File: src/rtl/blink_seq_monitor_if.sv
// Tail-light monitor interface: light codes and clear from the driver side,
// decoded completion, count and error results back from the monitor.
interface blink_seq_monitor_if #(
  parameter int unsigned CNT_W = 8
);
  logic             clr;
  logic [2:0]       lightsL;
  logic [2:0]       lightsR;
  logic             doneL;
  logic             doneR;
  logic [CNT_W-1:0] cntL;
  logic [CNT_W-1:0] cntR;
  logic             busy;
  logic             err;
  logic [1:0]       err_code;
  logic             err_side;
  logic             err_flag;

  modport master (
    output clr, lightsL, lightsR,
    input  doneL, doneR, cntL, cntR, busy, err, err_code, err_side, err_flag
  );

  modport slave (
    input  clr, lightsL, lightsR,
    output doneL, doneR, cntL, cntR, busy, err, err_code, err_side, err_flag
  );
endinterface

File: src/rtl/blink_seq_monitor.sv
// Passive checker for the tail-light FSM: decodes per-side blink sequences,
// counts completed cycles and reports protocol violations.
module blink_seq_monitor #(
  parameter int unsigned CNT_W = 8
) (
  input  logic                clk,
  input  logic                reset,
  blink_seq_monitor_if.slave  mon
);
  typedef enum logic [1:0] {S_IDLE, S_A, S_B, S_C} trk_e;

  localparam logic [1:0]       E_NONE    = 2'd0;
  localparam logic [1:0]       E_ILLEGAL = 2'd1;
  localparam logic [1:0]       E_BOTH    = 2'd2;
  localparam logic [1:0]       E_STEP    = 2'd3;
  localparam logic [CNT_W-1:0] CNT_MAX   = '1;

  function automatic logic is_legal(input logic [2:0] code);
    return (code == 3'b000) || (code == 3'b001) || (code == 3'b011) || (code == 3'b111);
  endfunction

  function automatic trk_e decode(input logic [2:0] code);
    trk_e s;
    case (code)
      3'b001:  s = S_A;
      3'b011:  s = S_B;
      3'b111:  s = S_C;
      default: s = S_IDLE;
    endcase
    return s;
  endfunction

  // A new blink cycle may only start while the opposite side is idle.
  function automatic logic step_ok(input trk_e cur, input trk_e nxt, input trk_e other);
    logic ok;
    case (cur)
      S_IDLE:  ok = (nxt == S_IDLE) || ((nxt == S_A) && (other == S_IDLE));
      S_A:     ok = (nxt == S_B);
      S_B:     ok = (nxt == S_C);
      default: ok = (nxt == S_IDLE);
    endcase
    return ok;
  endfunction

  trk_e             trk_l_q, trk_l_d, trk_r_q, trk_r_d;
  logic             done_l_q, done_l_d, done_r_q, done_r_d;
  logic [CNT_W-1:0] cnt_l_q, cnt_l_d, cnt_r_q, cnt_r_d;
  logic             busy_q, busy_d, err_q, err_d;
  logic [1:0]       code_q, code_d;
  logic             side_q, side_d, flag_q, flag_d;

  logic ill_l, ill_r, both, bad_l, bad_r;
  trk_e dec_l, dec_r;

  always_ff @(posedge clk or posedge reset) begin
    if (reset) begin
      trk_l_q  <= S_IDLE;
      trk_r_q  <= S_IDLE;
      done_l_q <= 1'b0;
      done_r_q <= 1'b0;
      cnt_l_q  <= '0;
      cnt_r_q  <= '0;
      busy_q   <= 1'b0;
      err_q    <= 1'b0;
      code_q   <= E_NONE;
      side_q   <= 1'b0;
      flag_q   <= 1'b0;
    end else begin
      trk_l_q  <= trk_l_d;
      trk_r_q  <= trk_r_d;
      done_l_q <= done_l_d;
      done_r_q <= done_r_d;
      cnt_l_q  <= cnt_l_d;
      cnt_r_q  <= cnt_r_d;
      busy_q   <= busy_d;
      err_q    <= err_d;
      code_q   <= code_d;
      side_q   <= side_d;
      flag_q   <= flag_d;
    end
  end

  always_comb begin
    trk_l_d  = trk_l_q;
    trk_r_d  = trk_r_q;
    done_l_d = 1'b0;
    done_r_d = 1'b0;
    cnt_l_d  = cnt_l_q;
    cnt_r_d  = cnt_r_q;
    err_d    = 1'b0;
    code_d   = code_q;
    side_d   = side_q;
    flag_d   = flag_q;

    ill_l = !is_legal(mon.lightsL);
    ill_r = !is_legal(mon.lightsR);
    dec_l = decode(mon.lightsL);
    dec_r = decode(mon.lightsR);
    both  = (mon.lightsL != 3'b000) && (mon.lightsR != 3'b000);
    bad_l = !ill_l && !step_ok(trk_l_q, dec_l, trk_r_q);
    bad_r = !ill_r && !step_ok(trk_r_q, dec_r, trk_l_q);

    done_l_d = !ill_l && (trk_l_q == S_C) && (dec_l == S_IDLE);
    done_r_d = !ill_r && (trk_r_q == S_C) && (dec_r == S_IDLE);

    // Clear restarts counters from zero but a same-cycle completion still counts.
    if (mon.clr) begin
      cnt_l_d = done_l_d ? CNT_W'(1) : '0;
      cnt_r_d = done_r_d ? CNT_W'(1) : '0;
      code_d  = E_NONE;
      side_d  = 1'b0;
      flag_d  = 1'b0;
    end else begin
      if (done_l_d && (cnt_l_q != CNT_MAX)) cnt_l_d = cnt_l_q + CNT_W'(1);
      if (done_r_d && (cnt_r_q != CNT_MAX)) cnt_r_d = cnt_r_q + CNT_W'(1);
    end

    err_d = ill_l || ill_r || both || bad_l || bad_r;
    if (err_d) begin
      flag_d = 1'b1;
      if (ill_l) begin
        code_d = E_ILLEGAL; side_d = 1'b1;
      end else if (ill_r) begin
        code_d = E_ILLEGAL; side_d = 1'b0;
      end else if (both) begin
        code_d = E_BOTH;    side_d = 1'b0;
      end else if (bad_l) begin
        code_d = E_STEP;    side_d = 1'b1;
      end else begin
        code_d = E_STEP;    side_d = 1'b0;
      end
    end

    // Trackers follow the sampled code even on a bad step, so one glitch is one error.
    trk_l_d = ill_l ? S_IDLE : dec_l;
    trk_r_d = ill_r ? S_IDLE : dec_r;
    busy_d  = (trk_l_d != S_IDLE) || (trk_r_d != S_IDLE);
  end

  assign mon.doneL    = done_l_q;
  assign mon.doneR    = done_r_q;
  assign mon.cntL     = cnt_l_q;
  assign mon.cntR     = cnt_r_q;
  assign mon.busy     = busy_q;
  assign mon.err      = err_q;
  assign mon.err_code = code_q;
  assign mon.err_side = side_q;
  assign mon.err_flag = flag_q;
endmodule

File: src/flat_wrapper.sv
// flat-port wrapper written by rule: the top's interface ports become plain ports
module blink_seq_monitor_flat 
#(
  parameter int unsigned CNT_W = 8
)
  (clk, reset, mon_clr, mon_lightsL, mon_lightsR, mon_doneL, mon_doneR, mon_cntL, mon_cntR, mon_busy, mon_err, mon_err_code, mon_err_side, mon_err_flag);
  blink_seq_monitor_if #(.CNT_W(CNT_W)) mon_i ();
  input  logic clk;
  input  logic reset;
  input wire logic [$bits(mon_i.clr)-1:0] mon_clr;
  input wire logic [$bits(mon_i.lightsL)-1:0] mon_lightsL;
  input wire logic [$bits(mon_i.lightsR)-1:0] mon_lightsR;
  output wire logic [$bits(mon_i.doneL)-1:0] mon_doneL;
  output wire logic [$bits(mon_i.doneR)-1:0] mon_doneR;
  output wire logic [$bits(mon_i.cntL)-1:0] mon_cntL;
  output wire logic [$bits(mon_i.cntR)-1:0] mon_cntR;
  output wire logic [$bits(mon_i.busy)-1:0] mon_busy;
  output wire logic [$bits(mon_i.err)-1:0] mon_err;
  output wire logic [$bits(mon_i.err_code)-1:0] mon_err_code;
  output wire logic [$bits(mon_i.err_side)-1:0] mon_err_side;
  output wire logic [$bits(mon_i.err_flag)-1:0] mon_err_flag;
  assign mon_i.clr = mon_clr;
  assign mon_i.lightsL = mon_lightsL;
  assign mon_i.lightsR = mon_lightsR;
  assign mon_doneL = mon_i.doneL;
  assign mon_doneR = mon_i.doneR;
  assign mon_cntL = mon_i.cntL;
  assign mon_cntR = mon_i.cntR;
  assign mon_busy = mon_i.busy;
  assign mon_err = mon_i.err;
  assign mon_err_code = mon_i.err_code;
  assign mon_err_side = mon_i.err_side;
  assign mon_err_flag = mon_i.err_flag;
  blink_seq_monitor #(.CNT_W(CNT_W)) u_core (.clk(clk), .reset(reset), .mon(mon_i));
endmodule
File: config.mk
export PLATFORM = sky130hd
export DESIGN_NAME = blink_seq_monitor_flat
export DESIGN_NICKNAME = d
export VERILOG_FILES = /design/src/rtl/blink_seq_monitor_if.sv /design/src/rtl/blink_seq_monitor.sv /design/src/flat_wrapper.sv
export SDC_FILE = /design/constraint.sdc
export NUM_CORES = 1
export LEC_CHECK = 0
export ABC_AREA = 0
export CAP_MARGIN = 15
export CORE_UTILIZATION = 54
export DETAILED_ROUTE_END_ITERATION = 12
export PLACE_DENSITY = 0.81
export SYNTH_ARGS = -nofsm -noshare
export SYNTH_HDL_FRONTEND = slang
export SYNTH_SLANG_ARGS = --single-unit
File: constraint.sdc
create_clock -name clk -period 6 [get_ports clk]
set_input_delay 0.9 -clock clk [delete_from_list [all_inputs] [get_ports clk]]
set_output_delay 0.9 -clock clk [all_outputs]
set_load 0.01 [all_outputs]
==> impl_metrics.tcl <==
set metrics [dict create \
    ys_ff_latch 28 \
    clkSinkCount 28 \
    placed_cell_area_sq_um 1876 \
    start_util_pct 59.32 \
    ios 33 \
    worstHoldPathCells 2 \
    clk-insertion-delay-late_ns 0.33 \
    layout-drive-gt1-share_pct 6.771 \
    die_y_microns 55.34 \
    r2r_slack_ns 3.82 \
    synth_warnings 0 \
    finalClockSkew_ns 0.01611 \
    cp-start-kind "primary input" \
    routed_via_density 5.703 \
    die-width_microns 55.34 \
    r2r_start "u_core.trk_r_q[0]" \
    core-area_sq_um 2590 \
    postCtsSetupBuffers 0 \
    finalMaxSlewViolations 0 \
    p_leak_nw 0.8302 \
    dp_slack_ns 3.009 \
    synthToLayoutAreaGrowth_pct 26.22 \
    setup_viol 0 \
    row_count 18 \
    cts_tree "done" \
    place_congestion 0.8512 \
    cts.path.max_buffers 2 \
    cp.arrival_ns 2.89 \
    yosys-top-cells-count "dfrtp_1, nor2_1, inv_1" \
    ctsResizeCount 0 \
    nets 210 \
    hold_buffers 0 \
    worst_pin_slew_ns 0.6605 \
    via_count 1266 \
    stdcell_area_sq_um 1939 \
    portBuffers 32 \
    grt_start_max_net_pins 29 \
    holdPathEnd "u_core.mon.err_flag" \
    max-vdd-ir-drop_mv 0.1293 \
    cp.required_ns 6.22 \
    cts-buffers-inserted 3 \
    gr-total-overflow 0 \
    grt_pass1_wl_microns 5430 \
    regToRegEndpoint "u_core.mon.err_code[1]" \
    yosysMostFrequentCell "dfrtp_1" \
    tns_ns 0 \
    syn-cell-area_sq_um 1536 \
    antenna_cells 0 \
    dp_hpwl_microns 2395 \
    netlist.area_leader.share_pct 45.60 \
    rr_worst_depth 7 \
    synth_cell_types 44 \
    fp.dieArea_sq_um 3063 \
    avgSynthCellArea_sq_um 9.663 \
    fin_hold_ws_ns 0.5492 \
    cts.clk_slew.worst_paths_ns 0.14 \
    grt_pass1_vias 1232 \
    min_period_ns 2.674 \
    drtIter0Drc 35 \
    yosys_most_used_dff "dfrtp_1" \
    cellPowerDensity_nw_per_um2 173.3 \
    endpoint_kind "flop" \
    ant_nets 0 \
    netlist_instances 159 \
    synth_edf_count 0 \
    crit_slowest_cell "clkdlybuf4s50_1" \
    wire_per_inst_microns 14.36 \
    netlist_top_cells_area "dfrtp_1, ha_1, xnor2_1" \
    htree_levels 1 \
    setup_ws_ns 3.326 \
    rsz0062_at_grt "no" \
    synth-seq-area-share_pct 45.60 \
    maxSlewHeadroom_pct 55.83 \
    cp_max_fo 9 \
    max_cap_violations 0 \
    grt_usage_pct 21.87 \
    finalCritPeriodShare_pct 44.56 \
    synth-async-reset-ratio_pct 100.0 \
    critical_path_class "in -> reg" \
    hold_viol_final 0 \
    status "finished clean" \
    synth_nets 176 \
    drc 0 \
    cts_root_buf "clkbuf_4" \
    hold_path_class "reg -> reg" \
    drt_wl_total_microns 3189 \
    path_delay_family "simple AND/OR/NAND/NOR gates" \
    crit_buf_inv 1 \
    cpPeakStageDelay_ns 0.62 \
    antenna_found_initial 0 \
    dr.pass1.iters 4 \
    cp_cell_sequence "clkdlybuf4s50_1 > or3b_2 > a21oi_1 > o32a_1 > and2_1 > mux2_2" \
    fmax_ghz 0.3740 \
    holdCritStartpoint "u_core.mon.err_flag" \
    yosysTopAreaCell "dfrtp_1" \
]
[cell families after synthesis]
| logic type | synth area share (%) |
|---|---|
| adders and majority gates | 6.515 |
| AOI/OAI and AO/OA | 11.48 |
| xor gates and xnor gates | 6.841 |
| and+or+nand+nor | 22.88 |
| DFF | 45.60 |
| muxes | 2.036 |
| buffers and inverters | 4.642 |
[cells in the final DEF (no fill, tap or decap), drive strengths merged, types with 3 or more instances in the layout]
| master | netlist | routed |
|---|---|---|
| a21oi | 4 | 4 |
| nor3 | 4 | 4 |
| inv | 14 | 14 |
| ha | 8 | 8 |
| nand2 | 12 | 12 |
| xor2 | 3 | 3 |
| nand2b | 3 | 3 |
| clkbuf | 3 | 4 |
| nor2 | 19 | 19 |
| nand3 | 9 | 9 |
| xnor2 | 9 | 9 |
| clkdlybuf4s50 | 0 | 32 |
| dfrtp | 28 | 28 |
| o21ai | 5 | 5 |
| a31oi | 3 | 3 |
[routing by layer]
metal	global-route usage, %	up-vias	wire, microns
met5	0	-	0
met4	6.786	0	47
met3	2.108	6	73
met2	41.31	27	1678
met1	25.84	618	1390
li1	-	615	-
[worst max path at each step]
stage | from | to | slack [ns] | cells past startpoint
after detailed placement | mon_lightsL[1] | u_core.mon.err_code[1] | 3.01 | 6
after global placement | mon_lightsL[1] | u_core.mon.err_code[1] | 3.06 | 6
after global routing | mon_lightsL[1] | u_core.mon.err_code[1] | 3.26 | 6
after CTS | mon_lightsL[1] | u_core.mon.err_code[1] | 3.38 | 6
final | mon_lightsL[1] | u_core.mon.err_code[1] | 3.33 | 6
after floorplan | mon_lightsL[2] | u_core.mon.err_code[1] | 3.56 | 6
[flip-flops by register name (all words and copies together) (netlist names)]
name and cells:
u_core.mon.doneL 1, u_core.mon.err 1, u_core.trk_l_q 2, u_core.mon.cntL 8, u_core.mon.cntR 8, u_core.mon.busy 1, u_core.trk_r_q 2, u_core.mon.err_code 2
u_core.mon.doneR 1, u_core.mon.err_side 1, u_core.mon.err_flag 1
[power by group]
group          total (W)  switching (W)  internal [W]  leakage, nW
Sequential      0.000196     0.00000304      0.000193        0.366
Combinational  0.0000480      0.0000245     0.0000235        0.443
Clock          0.0000917      0.0000546     0.0000371       0.0210
[worst reg2reg max path: stages, from the launching register on]
cell	delay, ns
dfrtp_1	0.43
inv_1	0.10
ha_1	0.18
or3b_2	0.46
a31oi_1	0.19
o32a_1	0.18
and2_1	0.19
mux2_2	0.34
[stage by stage]
| step | utilization, % | power (W) | std cells |
|---|---|---|---|
| floorplan | - | 0.0002265 | 159 |
| global placement | 72.42 | 0.0002448 | 217 |
| detailed placement | 72.42 | 0.0002454 | 217 |
| CTS | 73.82 | 0.0003370 | 221 |
| global route | 74.88 | 0.0003533 | 222 |
| finish | 74.88 | 0.0003360 | 222 |
[layout make-up]
class / count / area [sq um]
Clock buffer: 4 / 36.28
Fill cell: 189 / 650.6
Inverter: 14 / 52.55
Multi-Input combinational cell: 113 / 764.5
Sequential cell: 28 / 700.7
Tap cell: 30 / 37.54
Timing Repair Buffer: 33 / 347.8
Power figures use the tool's default switching activity.
